File: config.mk
export PLATFORM = sky130hd
export DESIGN_NAME = status_pack
export DESIGN_NICKNAME = d
export VERILOG_FILES = /design/src/rtl/status_pack_pkg.sv /design/src/rtl/spi_master_tx_byte.sv /design/src/rtl/status_pack.sv
export SDC_FILE = /design/constraint.sdc
export NUM_CORES = 1
export LEC_CHECK = 0
export CORE_MARGIN = 2
export CORE_UTILIZATION = 45
export CTS_CLUSTER_SIZE = 12
export DETAILED_ROUTE_END_ITERATION = 8
export DONT_BUFFER_PORTS = 1
export HOLD_SLACK_MARGIN = 0.02
export PLACE_DENSITY = 0.56
export SYNTH_ARGS = -nofsm -noshare
export SYNTH_HDL_FRONTEND = slang
export SYNTH_SLANG_ARGS = --single-unit
File: constraint.sdc
create_clock -name clk -period 3.8 [get_ports clk]
set_input_delay 0.76 -clock clk [delete_from_list [all_inputs] [get_ports clk]]
set_output_delay 0.76 -clock clk [all_outputs]
set_load 0.005 [all_outputs]
File: src/rtl/status_pack_pkg.sv
// status_pack_pkg: status frame constants, byte offsets and FSM encoding shared by status_pack and depack.
package status_pack_pkg;
  localparam logic [7:0] FRAME_HDR0 = 8'hEB;
  localparam logic [7:0] FRAME_HDR1 = 8'h90;
  localparam int STATUS_FRAME_LEN = 16;
  localparam int OFS_HDR0 = 0;
  localparam int OFS_HDR1 = 1;
  localparam int OFS_MODE = 2;
  localparam int OFS_TX_ATT = 3;
  localparam int OFS_RX1_ATT = 4;
  localparam int OFS_RX2_ATT = 5;
  localparam int OFS_RX3_ATT = 6;
  localparam int OFS_PWR = 7;
  localparam int OFS_FLAGS = 8;
  localparam int OFS_TEMP_HI = 9;
  localparam int OFS_TEMP_LO = 10;
  localparam int OFS_FCNT_HI = 11;
  localparam int OFS_FCNT_LO = 12;
  localparam int OFS_ERR_CNT = 13;
  localparam int OFS_RSVD = 14;
  localparam int OFS_CSUM = 15;
  typedef enum logic [2:0] {
    S_IDLE, S_LOAD, S_SUM, S_CS_SETUP, S_SHIFT, S_NEXT, S_CS_HOLD, S_DONE
  } state_e;
endpackage

File: src/rtl/spi_master_tx_byte.sv
// spi_master_tx_byte: shifts one byte MSB-first as SPI mode 0, CLK_DIV clk cycles per sclk half-period.
module spi_master_tx_byte #(
  parameter int CLK_DIV = 4
) (
  input  logic       clk,
  input  logic       rst,
  input  logic       start,
  input  logic [7:0] data,
  output logic       sclk,
  output logic       dout,
  output logic       done
);
  logic active_q, active_d, phase_q, phase_d, sclk_q, sclk_d, dout_q, dout_d, tick;
  logic [7:0] div_q, div_d, sh_q, sh_d;
  logic [2:0] bit_q, bit_d;
  assign tick = div_q == 8'(CLK_DIV - 1);
  // done marks the last active cycle so the parent can chain the next byte without a gap
  assign done = active_q && phase_q && tick && bit_q == 3'd7;
  assign sclk = sclk_q;
  assign dout = dout_q;
  always_comb begin
    active_d = active_q;
    phase_d = phase_q;
    sclk_d = sclk_q;
    dout_d = dout_q;
    div_d = div_q;
    sh_d = sh_q;
    bit_d = bit_q;
    if (!active_q) begin
      if (start) begin
        active_d = 1'b1;
        phase_d = 1'b0;
        sclk_d = 1'b0;
        div_d = '0;
        bit_d = '0;
        sh_d = data;
        dout_d = data[7];
      end
    end else if (!tick) begin
      div_d = div_q + 8'd1;
    end else begin
      div_d = '0;
      phase_d = !phase_q;
      sclk_d = !phase_q;
      if (phase_q) begin
        bit_d = bit_q + 3'd1;
        sh_d = {sh_q[6:0], 1'b0};
        dout_d = bit_q == 3'd7 ? 1'b0 : sh_q[6];
        active_d = bit_q != 3'd7;
      end
    end
  end
  always_ff @(posedge clk or negedge rst)
    if (!rst) begin
      active_q <= 1'b0;
      phase_q <= 1'b0;
      sclk_q <= 1'b0;
      dout_q <= 1'b0;
      div_q <= '0;
      sh_q <= '0;
      bit_q <= '0;
    end else begin
      active_q <= active_d;
      phase_q <= phase_d;
      sclk_q <= sclk_d;
      dout_q <= dout_d;
      div_q <= div_d;
      sh_q <= sh_d;
      bit_q <= bit_d;
    end
endmodule

File: src/rtl/status_pack.sv
// status_pack: snapshots RF/status fields into a 16-byte checksummed frame and sends it as SPI mode-0 master.
// Define STATUS_PACK_FRAME_CNT_EN to carry the running frame counter in bytes 11..12 (zero otherwise).
module status_pack
  import status_pack_pkg::*;
#(
  parameter int CLK_DIV = 4
) (
  input  logic        clk,
  input  logic        rst,
  input  logic        send,
  input  logic [2:0]  mode,
  input  logic        rf_switch,
  input  logic [7:0]  tx_att,
  input  logic [2:0]  rx_ch_pwr_ctrl,
  input  logic [7:0]  rx_ch1_att,
  input  logic [7:0]  rx_ch2_att,
  input  logic [7:0]  rx_ch3_att,
  input  logic [7:0]  status_flags,
  input  logic [15:0] temperature,
  input  logic        crc_err_pulse,
  output logic        busy,
  output logic        frame_done,
  output logic        spi_sclk,
  output logic        spi_dout,
  output logic        spi_cs_n
);
  state_e state_q, state_d;
  logic [7:0] fbuf_q [STATUS_FRAME_LEN];
  logic [7:0] acc_q, acc_d, err_q, err_d, cnt_q, cnt_d;
  logic [3:0] idx_q, idx_d;
  logic [15:0] fcnt;
  logic cs_n_q, busy_q, done_q, cnt_end, byte_start, byte_done;
  assign cnt_end = cnt_q == 8'(CLK_DIV - 1);
  assign byte_start = (state_q == S_CS_SETUP && cnt_end) || state_q == S_NEXT;
  always_comb begin
    state_d = state_q;
    unique case (state_q)
      S_IDLE:     state_d = send ? S_LOAD : S_IDLE;
      S_LOAD:     state_d = S_SUM;
      S_SUM:      state_d = idx_q == 4'd14 ? S_CS_SETUP : S_SUM;
      S_CS_SETUP: state_d = cnt_end ? S_SHIFT : S_CS_SETUP;
      S_SHIFT:    state_d = !byte_done ? S_SHIFT : idx_q == 4'd15 ? S_CS_HOLD : S_NEXT;
      S_NEXT:     state_d = S_SHIFT;
      S_CS_HOLD:  state_d = cnt_end ? S_DONE : S_CS_HOLD;
      S_DONE:     state_d = S_IDLE;
      default:    state_d = S_IDLE;
    endcase
  end
  assign idx_d = state_q == S_LOAD || (state_q == S_SUM && idx_q == 4'd14) ? '0 :
                 state_q == S_SUM || (state_q == S_SHIFT && byte_done) ? idx_q + 4'd1 : idx_q;
  assign acc_d = state_q == S_LOAD ? '0 : state_q == S_SUM ? acc_q + fbuf_q[idx_q] : acc_q;
  assign cnt_d = (state_q == S_CS_SETUP || state_q == S_CS_HOLD) && !cnt_end ? cnt_q + 8'd1 : '0;
  // the clear in LOAD must not swallow a strobe arriving in that same cycle
  assign err_d = state_q == S_LOAD ? {7'd0, crc_err_pulse} :
                 crc_err_pulse && err_q != 8'hFF ? err_q + 8'd1 : err_q;
`ifdef STATUS_PACK_FRAME_CNT_EN
  logic [15:0] fcnt_q;
  always_ff @(posedge clk or negedge rst)
    if (!rst) fcnt_q <= '0;
    else if (state_q == S_DONE) fcnt_q <= fcnt_q + 16'd1;
  assign fcnt = fcnt_q;
`else
  assign fcnt = '0;
`endif
  always_ff @(posedge clk)
    if (state_q == S_LOAD) begin
      fbuf_q[OFS_HDR0] <= FRAME_HDR0;
      fbuf_q[OFS_HDR1] <= FRAME_HDR1;
      fbuf_q[OFS_MODE] <= {4'b0, rf_switch, mode};
      fbuf_q[OFS_TX_ATT] <= tx_att;
      fbuf_q[OFS_RX1_ATT] <= rx_ch1_att;
      fbuf_q[OFS_RX2_ATT] <= rx_ch2_att;
      fbuf_q[OFS_RX3_ATT] <= rx_ch3_att;
      fbuf_q[OFS_PWR] <= {5'b0, rx_ch_pwr_ctrl};
      fbuf_q[OFS_FLAGS] <= status_flags;
      fbuf_q[OFS_TEMP_HI] <= temperature[15:8];
      fbuf_q[OFS_TEMP_LO] <= temperature[7:0];
      fbuf_q[OFS_FCNT_HI] <= fcnt[15:8];
      fbuf_q[OFS_FCNT_LO] <= fcnt[7:0];
      fbuf_q[OFS_ERR_CNT] <= err_q;
      fbuf_q[OFS_RSVD] <= 8'h00;
    end else if (state_q == S_SUM && idx_q == 4'd14) begin
      fbuf_q[OFS_CSUM] <= acc_q + fbuf_q[OFS_RSVD];
    end
  always_ff @(posedge clk or negedge rst)
    if (!rst) begin
      state_q <= S_IDLE;
      acc_q <= '0;
      err_q <= '0;
      cnt_q <= '0;
      idx_q <= '0;
      cs_n_q <= 1'b1;
      busy_q <= 1'b0;
      done_q <= 1'b0;
    end else begin
      state_q <= state_d;
      acc_q <= acc_d;
      err_q <= err_d;
      cnt_q <= cnt_d;
      idx_q <= idx_d;
      cs_n_q <= state_d inside {S_IDLE, S_LOAD, S_SUM, S_DONE};
      busy_q <= !(state_d inside {S_IDLE, S_DONE});
      done_q <= state_d == S_DONE;
    end
  spi_master_tx_byte #(.CLK_DIV(CLK_DIV)) u_tx (
    .clk   (clk),
    .rst   (rst),
    .start (byte_start),
    .data  (fbuf_q[idx_q]),
    .sclk  (spi_sclk),
    .dout  (spi_dout),
    .done  (byte_done)
  );
  assign spi_cs_n = cs_n_q;
  assign busy = busy_q;
  assign frame_done = done_q;
endmodule
==> run metrics <==
PwrDens=864 mW/mm^2; # fillers=1142; Net Count, Synth=597; Syn Area/Cell=12.0 um^2; most common cell after layout, fill and taps aside=edfxtp_1; dpl hpwl=9050 um; min-delay worst type=primary input to async pin; ys async rst share=0.410; Slowest-stage cell, CP=dfrtp_1; GRT overflow=0; multi-input logic area=0.00226 mm^2; dpl cells=679; register area=0.00375 mm^2; port bufs=0; vias in the first global route=3858; clock sinks=134; Primary FF master, synth=edfxtp_1; Max-cap violations=0; via count=3995; post-route cell area=0.00701 mm^2; TritonCTS Buffers=17; Yosys top cell area share=0.385; clk root buf=clkbuf_16; Final setup viols=0; Nets=605; ant diodes=0; crit path time final=3.22 ns; wire per inst=18.3 um; relative slew slack=0.393; Sum Neg Setup Slack=0 ns; initial antenna violation count=0; R2R depth=12; most area-consuming cells after synthesis=edfxtp_1 38%, dfrtp_1 22%, mux2i_1 3.6%; Routed Antenna Nets=0; number of enable flip-flop cells after synthesis=79; largest net degree at the start of global routing=82; CTS max path bufs=2; area grow syn2layout=13.7%; pre-CTS setup slack=0.600 ns; post-synth top area cell=edfxtp_1; I/O pin count=72; Netlist cell types=66; Leak=2.74 nW; DRT iter0 DRCs=332; Post-Syn Instances=515; Core Region=0.0133 mm^2; Post-CTS Setup Repair Bufs=0; startpoint types=flop; clk_skew=0.0105 ns; die width=121 um; pins over their slew limit=0; Util after Layout=0.527; commonest cells after routing, fill and taps aside=79 x edfxtp_1, 54 x dfrtp_1, 49 x nand2_1; Hold Slack=0.181 ns; Data arrival, critical path=3.54 ns; CP Capture Type=flop; mapped cell area=0.00616 mm^2; # H-tree levels=4; CP Cell Sequence=buf_4 > mux2_2 > a22oi_1 > o221ai_1 > o21a_1 > ha_1 > nand2_1 > o211ai_1 > o41ai_1 > xor2_1 > nand4_1 > o311ai_1; row cnt=42; Pwr Total=6.05 mW; CTS clk-pin slew, worst paths=0.06 ns; share of layout cells above drive strength 1=0.119; final hold violation count=0; clk_lat worst skew=0.43 ns; RSZ-0062 raised after global routing=no; worst setup margin=0.578 ns; die height=121 um; Worst Path Required=4.12 ns; CP max FO=21; Finished Layout Cells=712; initial core utilization=0.464; Worst Tran Pin Value=0.910 ns; WL final=13000 um; drc violations=0; Critical Path Start=idx_q[0]$_DFFE_PN0P_; CP peak stage delay=0.49 ns; R2R Path Start=idx_q[0]$_DFFE_PN0P_; Placer Congestion=0.855; DP Area=0.00640 mm^2; first-pass GRT wire length=21000 um; CP Class=flop to flop; Die ar.=0.0147 mm^2; yosys warns=0; GRT Resource Usage Total=0.193; DRT Pass-1 Iters=5; Max Clk Rate=310 MHz; Yosys reg bits=134; sequential element share of the synthesized area=0.608; Worst IR Drop VDD=0.453 mV; vias per cell=5.61; CTS tree=built; status=complete, no violations; Final Cycle Share=0.848
-- layout make-up --
type | count | share of cell area
Tap cell | 176 | 0.0314
Clock inverter | 13 | 0.0214
Clock buffer | 19 | 0.0618
Multi-Input combinational cell | 341 | 0.323
Sequential cell | 134 | 0.535
Inverter | 16 | 0.00857
Timing Repair Buffer | 13 | 0.0186
-- logic make-up (layout without fill, tap and decap cells) --
group,count (synthesis),in the layout,share of synthesized area
muxes,33,33,0.0649
xor gates and xnor gates,21,21,0.0298
adders and majority gates,15,15,0.0317
DFF,134,134,0.608
buffers and inverters,40,61,0.0254
AOI/OAI and AO/OA,102,102,0.104
and+or+nand+nor,170,170,0.136
-- cell usage after synthesis (2+ instances only) --
master	number
a211oi_1	2
a21oi_1	17
a22oi_1	4
a31oi_1	3
a41o_1	3
and3_1	7
and4_1	2
buf_1	3
buf_2	5
clkbuf_1	16
dfrtp_1	54
edfxtp_1	79
ha_1	14
inv_1	14
mux2_2	5
mux2i_1	22
mux4_2	5
nand2_1	49
nand3_1	23
nand3b_1	3
nand4_1	6
nor2_1	44
nor2b_1	8
nor3_1	7
nor4_1	2
o211ai_1	2
o21a_1	2
o21ai_0	37
o21ai_1	7
o21bai_1	2
o22ai_1	4
o2bb2ai_1	2
or2_2	2
or3_1	8
or3b_2	2
xnor2_1	7
xor2_1	14
-- critical path, delay by kind of cell, from the launching register on --
| family | cells | cell delay [ns] |
|---|---|---|
| xor gates and xnor gates | 1 | 0.22 |
| DFF | 1 | 0.49 |
| buffers and inverters | 1 | 0.35 |
| adders and majority gates | 1 | 0.35 |
| muxes | 1 | 0.37 |
| and+or+nand+nor | 2 | 0.20 |
| AOI/OAI and AO/OA | 6 | 1.13 |
-- metal layers --
metal	track usage	up-vias	share of wire
met5	0	-	0
met4	0.0836	0	0.020
met3	0.0559	18	0.057
met2	0.291	98	0.48
met1	0.262	1958	0.45
li1	-	1921	-
-- where the power goes --
| part | internal, mW | switching [mW] |
|---|---|---|
| registers | 1.88 | 0.275 |
| clock network | 0.974 | 0.639 |
| logic | 0.967 | 1.32 |
-- flip-flops by register name, indices dropped and copies added, names as in the netlist --
register,flops
state_q,3
fbuf_q,79
acc_q,8
err_q,8
cnt_q,8
u_tx.div_q,8
u_tx.dout,1
frame_done,1
u_tx.phase_q,1
u_tx.active_q,1
idx_q,4
busy,1
u_tx.bit_q,3
u_tx.sh_q,7
spi_cs_n,1
-- final timing paths --
kind / endpoint / slack (ns)
setup / recovery: acc_q[7]$_DFFE_PN0P_ / 0.58
hold / removal: spi_cs_n$_DFF_PN1_ / 0.18
setup reg to reg: acc_q[7]$_DFFE_PN0P_ / 0.58
hold reg to reg: u_tx.sh_q[5]$_DFFE_PN0P_ / 0.48
max in group asynchronous: err_q[7]$_DFFE_PN0P_ / 3.36
min in group clk: fbuf_q[5][3]$_DFFE_PP_ / 0.42
-- timing repair --
| action | in CTS | in global routing |
|---|---|---|
| hold buffers | 1 | 0 |
| endpoints found under the hold margin | 54 | 0 |
| gates resized for setup | 0 | 0 |
No activity file was read; power rests on OpenSTA's default activity.
